===== src/rtl/plru_way_allocator.sv =====
// Per-set way allocator: valid tracking, victim choice and refill handshake
// in front of the set's pseudo-LRU tracker.
module plru_way_allocator #(
  parameter int WAYS = 8
) (
  input  logic            clk,
  input  logic            rst_n,
  input  logic            i_hit_vld,
  input  logic [2:0]      i_hit_way,
  output logic            o_hit_rdy,
  output logic            o_hit_err,
  input  logic            i_inv_vld,
  input  logic [2:0]      i_inv_way,
  input  logic            i_miss_req,
  output logic            o_miss_ack,
  output logic            o_fill_req,
  output logic [2:0]      o_fill_way,
  output logic            o_fill_evict,
  input  logic            i_fill_done,
  output logic            o_alloc_done,
  output logic [2:0]      o_alloc_way,
  output logic            o_acc_en,
  output logic [2:0]      o_acc_idx,
  input  logic [2:0]      i_lru_idx,
  output logic [WAYS-1:0] o_valid
);

  typedef enum logic [1:0] {
    IDLE   = 2'd0,
    FILL   = 2'd1,
    COMMIT = 2'd2
  } state_t;

  state_t          r_state;
  logic [WAYS-1:0] r_valid;
  logic [2:0]      r_fill_way;
  logic            r_fill_evict;

  logic            w_idle;
  logic            w_commit;
  logic            w_accept;
  logic            w_hit_ok;
  logic            w_any_inv;
  logic [2:0]      w_low_inv;
  logic [2:0]      w_victim;
  logic            w_inv_ok;
  logic [WAYS-1:0] w_valid_nxt;

  assign w_idle   = (r_state == IDLE);
  assign w_commit = (r_state == COMMIT);
  assign w_accept = w_idle & i_miss_req;

  assign o_hit_rdy  = ~w_commit;
  assign w_hit_ok   = i_hit_vld & o_hit_rdy & r_valid[i_hit_way];
  assign o_hit_err  = i_hit_vld & o_hit_rdy & ~r_valid[i_hit_way];

  assign o_miss_ack   = w_idle;
  assign o_fill_req   = (r_state == FILL);
  assign o_fill_way   = r_fill_way;
  assign o_fill_evict = r_fill_evict;
  assign o_alloc_done = w_commit;
  assign o_alloc_way  = r_fill_way;
  assign o_valid      = r_valid;

  // COMMIT blocks the hit port, so the two sources never collide
  assign o_acc_en  = w_commit | w_hit_ok;
  assign o_acc_idx = w_commit ? r_fill_way :
                     (w_hit_ok ? i_hit_way : 3'd0);

  always_comb begin
    w_any_inv = 1'b0;
    w_low_inv = 3'd0;
    for (int i = WAYS - 1; i >= 0; i--) begin
      if (!r_valid[i]) begin
        w_any_inv = 1'b1;
        w_low_inv = i[2:0];
      end
    end
  end

  assign w_victim = w_any_inv ? w_low_inv : i_lru_idx;

  // an in-flight allocation is shielded from invalidates of its own way
  assign w_inv_ok = i_inv_vld &
                    ~(~w_idle & (i_inv_way == r_fill_way));

  always_comb begin
    w_valid_nxt = r_valid;
    if (w_inv_ok)
      w_valid_nxt[i_inv_way] = 1'b0;
    if (w_accept)
      w_valid_nxt[w_victim] = 1'b0;
    if (w_commit)
      w_valid_nxt[r_fill_way] = 1'b1;
  end

  always_ff @(posedge clk or negedge rst_n) begin
    if (!rst_n) begin
      r_state      <= IDLE;
      r_valid      <= '0;
      r_fill_way   <= 3'd0;
      r_fill_evict <= 1'b0;
    end else begin
      r_valid <= w_valid_nxt;
      unique case (r_state)
        IDLE: begin
          if (i_miss_req) begin
            r_state      <= FILL;
            r_fill_way   <= w_victim;
            r_fill_evict <= r_valid[w_victim];
          end
        end
        FILL: begin
          if (i_fill_done)
            r_state <= COMMIT;
        end
        COMMIT: r_state <= IDLE;
        default: r_state <= IDLE;
      endcase
    end
  end

endmodule


===== config.mk =====
export PLATFORM = sky130hd
export DESIGN_NAME = plru_way_allocator
export DESIGN_NICKNAME = d
export VERILOG_FILES = /design/src/rtl/plru_way_allocator.sv
export SDC_FILE = /design/constraint.sdc
export NUM_CORES = 1
export LEC_CHECK = 0
export CORE_ASPECT_RATIO = 0.7
export CORE_MARGIN = 2
export CORE_UTILIZATION = 48
export CTS_CLUSTER_SIZE = 25
export DETAILED_ROUTE_END_ITERATION = 6
export PLACE_DENSITY = 0.92
export SYNTH_ARGS = -nofsm -noshare
export SYNTH_HDL_FRONTEND = slang
export SYNTH_SLANG_ARGS = --single-unit

===== constraint.sdc =====
create_clock -name clk -period 2.46 [get_ports clk]
set_input_delay 0.246 -clock clk [delete_from_list [all_inputs] [get_ports clk]]
set_output_delay 0.246 -clock clk [all_outputs]
set_load 0.005 [all_outputs]

After elaboration in Yosys (flattened, before gate mapping)
Cells that the tools add are included.

Multiplexer cells: 35. Equal/unequal tests: 5. Bitwise gates (word level): 16. Reductions and logical operators: 6. $lt $le $gt $ge: 7.

Operator list (number): $mux 3 (11); $mux 8 (3); $and 8x8->8 (2); $lt 3x4->1 const B (4); $not 8->8 (2); $mux 1 (13); $demux 1 s3 (3); $ge 3x1->1 const B (3); $or 8x8->8 (1); $and 1x1->1 (6); $bmux 1 s3 (2); $mux 2 (2); $not 1->1 (4); $pmux 2 s2 (1); $reduce_and 2->1 (2); $eq 3x3->1 (1); $logic_and 1x1->1 (3); $eq 2x1->1 const B (1); $eq 2x2->1 const B (1); $logic_not 2->1 (1); $ne 2x1->1 const B (1); $ne 2x2->1 const B (1); $or 1x1->1 (1).

Flip-flop bits (word level): 14. Word-level logic and storage cells: 73. Output and inout port bits: 24.

Depth between registers and ports, before layout
Gate-level depths: netlist (run 1).

Depth after elaboration: 18. Mapped depth: 6.

Least setup slack after synthesis (run 1)
No wires, ideal clock.

Path type: register to output. From: register r_valid[2] (netlist: o_valid[2]). To: output o_acc_en. Data arrival time: 1.559 ns. Path buffers: 0. Cell stages (with the launch flop): 5. Slack: 0.655 ns. Cell sequence: dfrtp_1 -> mux4_1 -> mux2_2 -> nor2b_4 -> or2_1.

Word-level cells in the longest chain between the ends: 4.

RTL lines: start, declared (RTL line 35) `logic [WAYS-1:0] r_valid;`; start signal, assigned (RTL line 104) `r_valid <= w_valid_nxt;`; $bmux 1 s3 (RTL line 54) `assign w_hit_ok = i_hit_vld & o_hit_rdy & r_valid[i_hit_way];`; $mux 1 (not written as such) (RTL line 54); $and 1x1->1 (RTL line 54); $or 1x1->1 (RTL line 66) `assign o_acc_en = w_commit | w_hit_ok;`; end, declared (RTL line 22) `output logic o_acc_en,`.

No other way between the ends. The select of a mux whose other input is x is not followed.

Worst setup path after layout (run 1)
From: register r_valid[5] (netlist: o_valid[5]). To: output o_hit_err.

Word-level cells in the longest chain between the ends: 4.

RTL lines: $bmux 1 s3 (RTL line 55) `assign o_hit_err = i_hit_vld & o_hit_rdy & ~r_valid[i_hit_way];`; $mux 1 (not written as such) (RTL line 55); $not 1->1 (RTL line 55); $and 1x1->1 (RTL line 55); end, declared (RTL line 11) `output logic o_hit_err,`.

No other way between the ends. The select of a mux whose other input is x is not followed.

==> out/results.tsv, run 1 <==
metric	value	unit
fillers	177	
core	0.00215	mm^2
vias	1166	
p_leak	0.000713	uW
clk_path_buf_depth	2	
slew_headroom	0.556	
crit_path_start	o_valid[5]	
criticalPathCategory	flip-flop to primary output	
fin_crit_sh	0.953	
clockPowerShare	0.188	
synth_largest_area_cell	dfrtp_1	
drive_gt1_frac	0.195	
cts_tree	yes	
grt_max_degree	15	
irDropWorstVdd	0.265	mV
r2r_start	o_valid[5]	
drt_iter0_drc	61	
p_sw_frac	0.354	
r2r_cells	6	
cts.clk_slew.worst_paths	0.09	ns
setup_viol	0	
area_delta_synth_final	42.5	%
yosys_most_used_dff	dfrtp_1	
dieArea	0.00269	mm^2
track_usage	0.277	
synth_area_leaders	dfrtp_1 32%, nand2_1 5.8%, o221a_2 5.1%	
grt_pass1_wl	5.38	mm
synthCells	121	
postSynthAreaPerCell	9.08	um^2
syn_area	0.00110	mm^2
power_density	593	mW/mm^2
drt_pass1_iterations	4	
rows	14	
htree_levels	1	
numCtsBuffers	3	
dp.cells	191	
drc	0	
finalCriticalPeriod	2.34	ns
clock.fmax	0.427	GHz
ant_nets	0	
grt_antenna_before_repair	0	
wl	3.36	mm
dpl_cell_area	0.00152	mm^2
clock_skew	0.00588	ns
required	2.21	ns
regArea	352	um^2
tightest_slew	0.664	ns
postSynth.asyncResetShare	1.00	
cap_viol_max_count	0	
yosysTopAreaCellShare	0.319	
port_buffers	38	
clock_latency	0.29	ns
place.gp.congestion	0.921	
stdcell_count	196	
die_x	61.2	um
crit_path_end	o_hit_err	
vias_per_cell	5.95	
synth_edf_count	0	
r2r_end	o_valid[5]	
multi_input_area	677	um^2
dp_hpwl	2.56	mm
cp_data_arrival_time	2.10	ns
cts.sinks	14	
fin_util	0.726	
start_util	0.510	
slew_viol_final	0	
io_pins	39	
synth_warnings	0	
antenna_cells	0	
combPwrFrac	0.477	
hp-class	input port to async pin	
finalHoldViolations	0	
endpoint_kind	primary output	
crit_path_start_kind	flip-flop	
p_total	928	uW
internal_power	600	uW
worstPathMaxFanout	2	
power.switching	328	uW
grt_pass1_vias	1114	
die_y	44.0	um
ys_seq_area_frac	0.319	
seqPwrFrac	0.334	
nets	180	
ys_ff_latch	14	
regToRegSetupSlack	0.50	ns
outcome	finished clean	
synth_cell_types	47	
hold_buffers	0	
finalInstanceArea	0.00157	mm^2
rsz0062_at_grt	false	
detail_route.wl_per_cell	17.1	um
clockRootBuffer	clkbuf_4	
overflow	0	
syn_nets	136	
## repair_timing
item	in CTS	in global routing
buffers inserted	1	0
pin swaps	0	0
resized for setup	6	3
endpoints found under the setup margin	5	3
## flip-flops by register name (all words and copies together) (netlist names)
register,count
o_alloc_way,3
r_state,2
o_valid,8
o_fill_evict,1
## cells by family (layout without fill, tap and decap cells)
| kind of cell | count (synthesis) | after routing | synth area share |
|---|---|---|---|
| multiplexers | 3 | 3 | 0.0581 |
| AND/OR/NAND/NOR | 60 | 60 | 0.316 |
| AO/OA/AOI/OAI | 31 | 31 | 0.230 |
| buffers and inverters | 11 | 54 | 0.0615 |
| flip-flops | 14 | 14 | 0.319 |
| XOR/XNOR | 2 | 2 | 0.0159 |
## critical path: stages, from the launching register on
cell and delay, ns:
dfrtp_1 0.43, mux4_2 0.46, mux2_4 0.28, nor2_1 0.12
clkdlybuf4s50_1 0.51
## layer usage
metal / up-vias / share of wire / GRT usage
met4: 0 / 0.014 / 0.0696
met1: 555 / 0.43 / 0.370
met3: 10 / 0.070 / 0.0497
met2: 73 / 0.48 / 0.468
li1: 528 / - / -
met5: - / 0 / 0
## cells in the mapped netlist, types with 2 or more instances
cell      instances
o21ai_0           7
o221a_2           5
nor2_1            9
nor3_1            6
o21bai_1          3
xor2_1            2
nand2_1          17
nor4_1            2
nand2b_1          3
buf_4             3
dfrtp_1          14
nor2b_1           2
a21oi_1           4
nand3_1           4
nor3b_1           3
mux4_1            2
a22o_1            2
inv_1             4
## worst min path at each step
stage / slack [ns] / cells past startpoint / to / startpoint
after CTS: 0.37 / 1 / o_valid[5] / rst_n
after detailed placement: 0.53 / 2 / o_fill_evict / o_fill_evict
after global routing: 0.39 / 1 / o_fill_evict / rst_n
after floorplan: -0.05 / 0 / o_alloc_way[0] / rst_n
after global placement: 0.54 / 2 / o_fill_evict / o_fill_evict
final: 0.35 / 1 / o_valid[5] / rst_n
## per-stage QoR
stage | setup WS [ns] | hold WS, ns | TNS [ns]
after global routing | 0.0437 | 0.394 | 0
after floorplan | 0.655 | -0.0496 | 0
after CTS | 0.00290 | 0.373 | 0
after global placement | -0.148 | 0.539 | -0.444
after detailed placement | -0.294 | 0.528 | -0.997
final | 0.117 | 0.347 | 0
## cells in the final DEF (no fill, tap or decap), types with 2 or more instances in the layout
cell type / n
clkdlybuf4s50_1: 33
nand2_1: 17
dfrtp_1: 13
nor2_1: 9
buf_4: 8
o21ai_0: 7
nor3_1: 6
o221a_2: 5
inv_1: 4
nand3_1: 4
a21oi_1: 4
nand2b_1: 3
nor3b_1: 3
o21bai_1: 3
clkbuf_4: 3
dlymetal6s2s_1: 3
nor2b_1: 2
xor2_1: 2
nor4_1: 2
mux4_2: 2
a22o_1: 2
dlygate4sd2_1: 2
## power by group through the flow
stage | clock (uW) | combinational, uW | sequential [uW]
floorplan | 0 | 217 | 318
global placement | 0 | 423 | 309
detailed placement | 0 | 440 | 312
CTS | 175 | 441 | 309
global route | 190 | 480 | 317
finish | 175 | 443 | 310
## cell type report
type	count	area share
Multi-Input combinational cell	96	0.432
Timing Repair Buffer	46	0.285
Sequential cell	14	0.225
Tap cell	32	0.0256
Clock buffer	4	0.0232
Inverter	4	0.00959
Note: power is estimated with default switching activity, not from simulation.
==> inputs of run 2 (changes only) <==
--- a/config.mk
+++ b/config.mk
@@ -7,10 +7,10 @@
 export LEC_CHECK = 0
 export CORE_ASPECT_RATIO = 0.7
 export CORE_MARGIN = 2
-export CORE_UTILIZATION = 48
+export CORE_UTILIZATION = 37
 export CTS_CLUSTER_SIZE = 25
 export DETAILED_ROUTE_END_ITERATION = 6
-export PLACE_DENSITY = 0.92
+export PLACE_DENSITY = 0.75
 export SYNTH_ARGS = -nofsm -noshare
 export SYNTH_HDL_FRONTEND = slang
 export SYNTH_SLANG_ARGS = --single-unit
==> run 2 against run 1 <==
  * Flip-flop and latch count did not move
  * Worst hold slack improved by 0.046 ns
  * Critical path depth grew 2
  * Setup slack got worse by 0.036 ns
  * Combinational power decreased by 2%
  * Critical path type unchanged
  * Critical endpoint is now o_acc_idx[1]
  * Largest cell class unchanged
==> out/results.tsv, run 2 (synthesis gave the netlist of run 1 again) <==
metric	value	unit
outcome	finished clean	
antenna_cells	0	
io_pins	39	
rsz0062_at_grt	false	
die_x	69.1	um
grt_max_degree	15	
clockRootBuffer	clkbuf_8	
ant_nets	0	
power.switching	312	uW
multi_input_area	677	um^2
final_cell_mix	34 x clkdlybuf4s50_1, 17 x nand2_1, 13 x dfrtp_1	
cp_data_arrival_time	2.13	ns
cts_tree	yes	
htree_levels	1	
rows	16	
nets	180	
detail_route.wl_per_cell	15.9	um
tightest_slew	0.625	ns
place.gp.congestion	0.915	
port_buffers	38	
wl	3.17	mm
dpl_worst_slack	-0.267	ns
clk_path_buf_depth	2	
die_y	49.6	um
tns	0	ns
r2r_start	o_valid[2]	
setup_ws	0.0808	ns
slew_viol_final	0	
cap_viol_max_count	0	
area_delta_synth_final	42.8	%
drive_gt1_frac	0.184	
track_usage	0.195	
grt_pass1_vias	1070	
clockPowerShare	0.198	
slew_headroom	0.582	
numCtsBuffers	3	
setup_viol	0	
combPwrFrac	0.468	
worstPathMaxFanout	4	
cts.clk_slew.worst_paths	0.05	ns
start_util	0.392	
grt_pass1_wl	5.33	mm
core	0.00280	mm^2
grt_antenna_before_repair	0	
seqPwrFrac	0.334	
clock.fmax	0.420	GHz
vias	1087	
dieArea	0.00343	mm^2
fin_hold_ws	0.393	ns
vias_per_cell	5.46	
drt_iter0_drc	30	
internal_power	617	uW
dp_hpwl	2.56	mm
crit_path_start_kind	flip-flop	
required	2.21	ns
cts.sinks	14	
fin_crit_sh	0.967	
hp-class	input port to async pin	
drc	0	
hold_buffers	0	
p_sw_frac	0.336	
clock_skew	0.00129	ns
finalHoldViolations	0	
criticalPathCategory	flip-flop to primary output	
finalCriticalPeriod	2.38	ns
fin_util	0.560	
p_leak	0.000686	uW
regArea	352	um^2
drt_pass1_iterations	4	
crit_path_start	o_valid[5]	
clock_latency	0.24	ns
fillers	257	
endpoint_kind	primary output	
final_common_cell	clkdlybuf4s50_1	
largest_register_ff_count	8	
power_density	592	mW/mm^2
irDropWorstVdd	0.363	mV
overflow	0	
==> run 2: power groups by stage <==
stage | registers, uW | logic (uW) | clock network (uW)
finish | 310 | 435 | 184
detailed placement | 314 | 437 | 0
global route | 317 | 472 | 197
CTS | 311 | 439 | 186
global placement | 312 | 425 | 0
floorplan | 318 | 217 | 0
==> run 2: worst max-delay path, cell delays in order (launching register included) <==
cell	delay (ns)
dfrtp_2	0.40
mux4_1	0.50
mux2_2	0.29
nor2b_4	0.14
nand2_1	0.06
nand2_1	0.05
clkdlybuf4s50_1	0.44
==> run 2: cell type report <==
cell class	count	area share
Sequential cell	14	0.224
Clock buffer	3	0.0263
Multi-Input combinational cell	96	0.431
Inverter	4	0.00957
Tap cell	36	0.0287
Timing Repair Buffer	46	0.280
==> run 2: final timing paths <==
| check | end | depth (start not counted) | slack, ns |
|---|---|---|---|
| worst max-delay path | o_acc_idx[1] | 6 | 0.08 |
| worst min-delay path | o_alloc_way[2] | 1 | 0.39 |
| worst max register to register | o_valid[0] | 6 | 0.57 |
| worst min register to register | o_fill_evict | 2 | 0.55 |
| max in group asynchronous | o_valid[5] | 1 | 1.63 |
| min in group clk | o_fill_evict | 2 | 0.55 |
==> run 2: repair_timing <==
item                       CTS  global route
setup endpoints to repair    5             1
resized for setup            5             1
setup buffers                1             0
==> run 2: routing by layer <==
metal	track usage	part of all wire	up-vias
li1	-	-	527
met1	0.272	0.46	506
met2	0.316	0.46	52
met3	0.0511	0.076	2
met4	0.0261	0.0038	0
met5	0	0	-
==> run 2: stage by stage <==
step / power (uW) / instances / area [um^2]
after global placement: 738 / 195 / 1520
after global routing: 986 / 199 / 1570
after floorplan: 536 / 121 / 1100
after detailed placement: 751 / 195 / 1520
after CTS: 935 / 199 / 1570
final: 929 / 199 / 1570
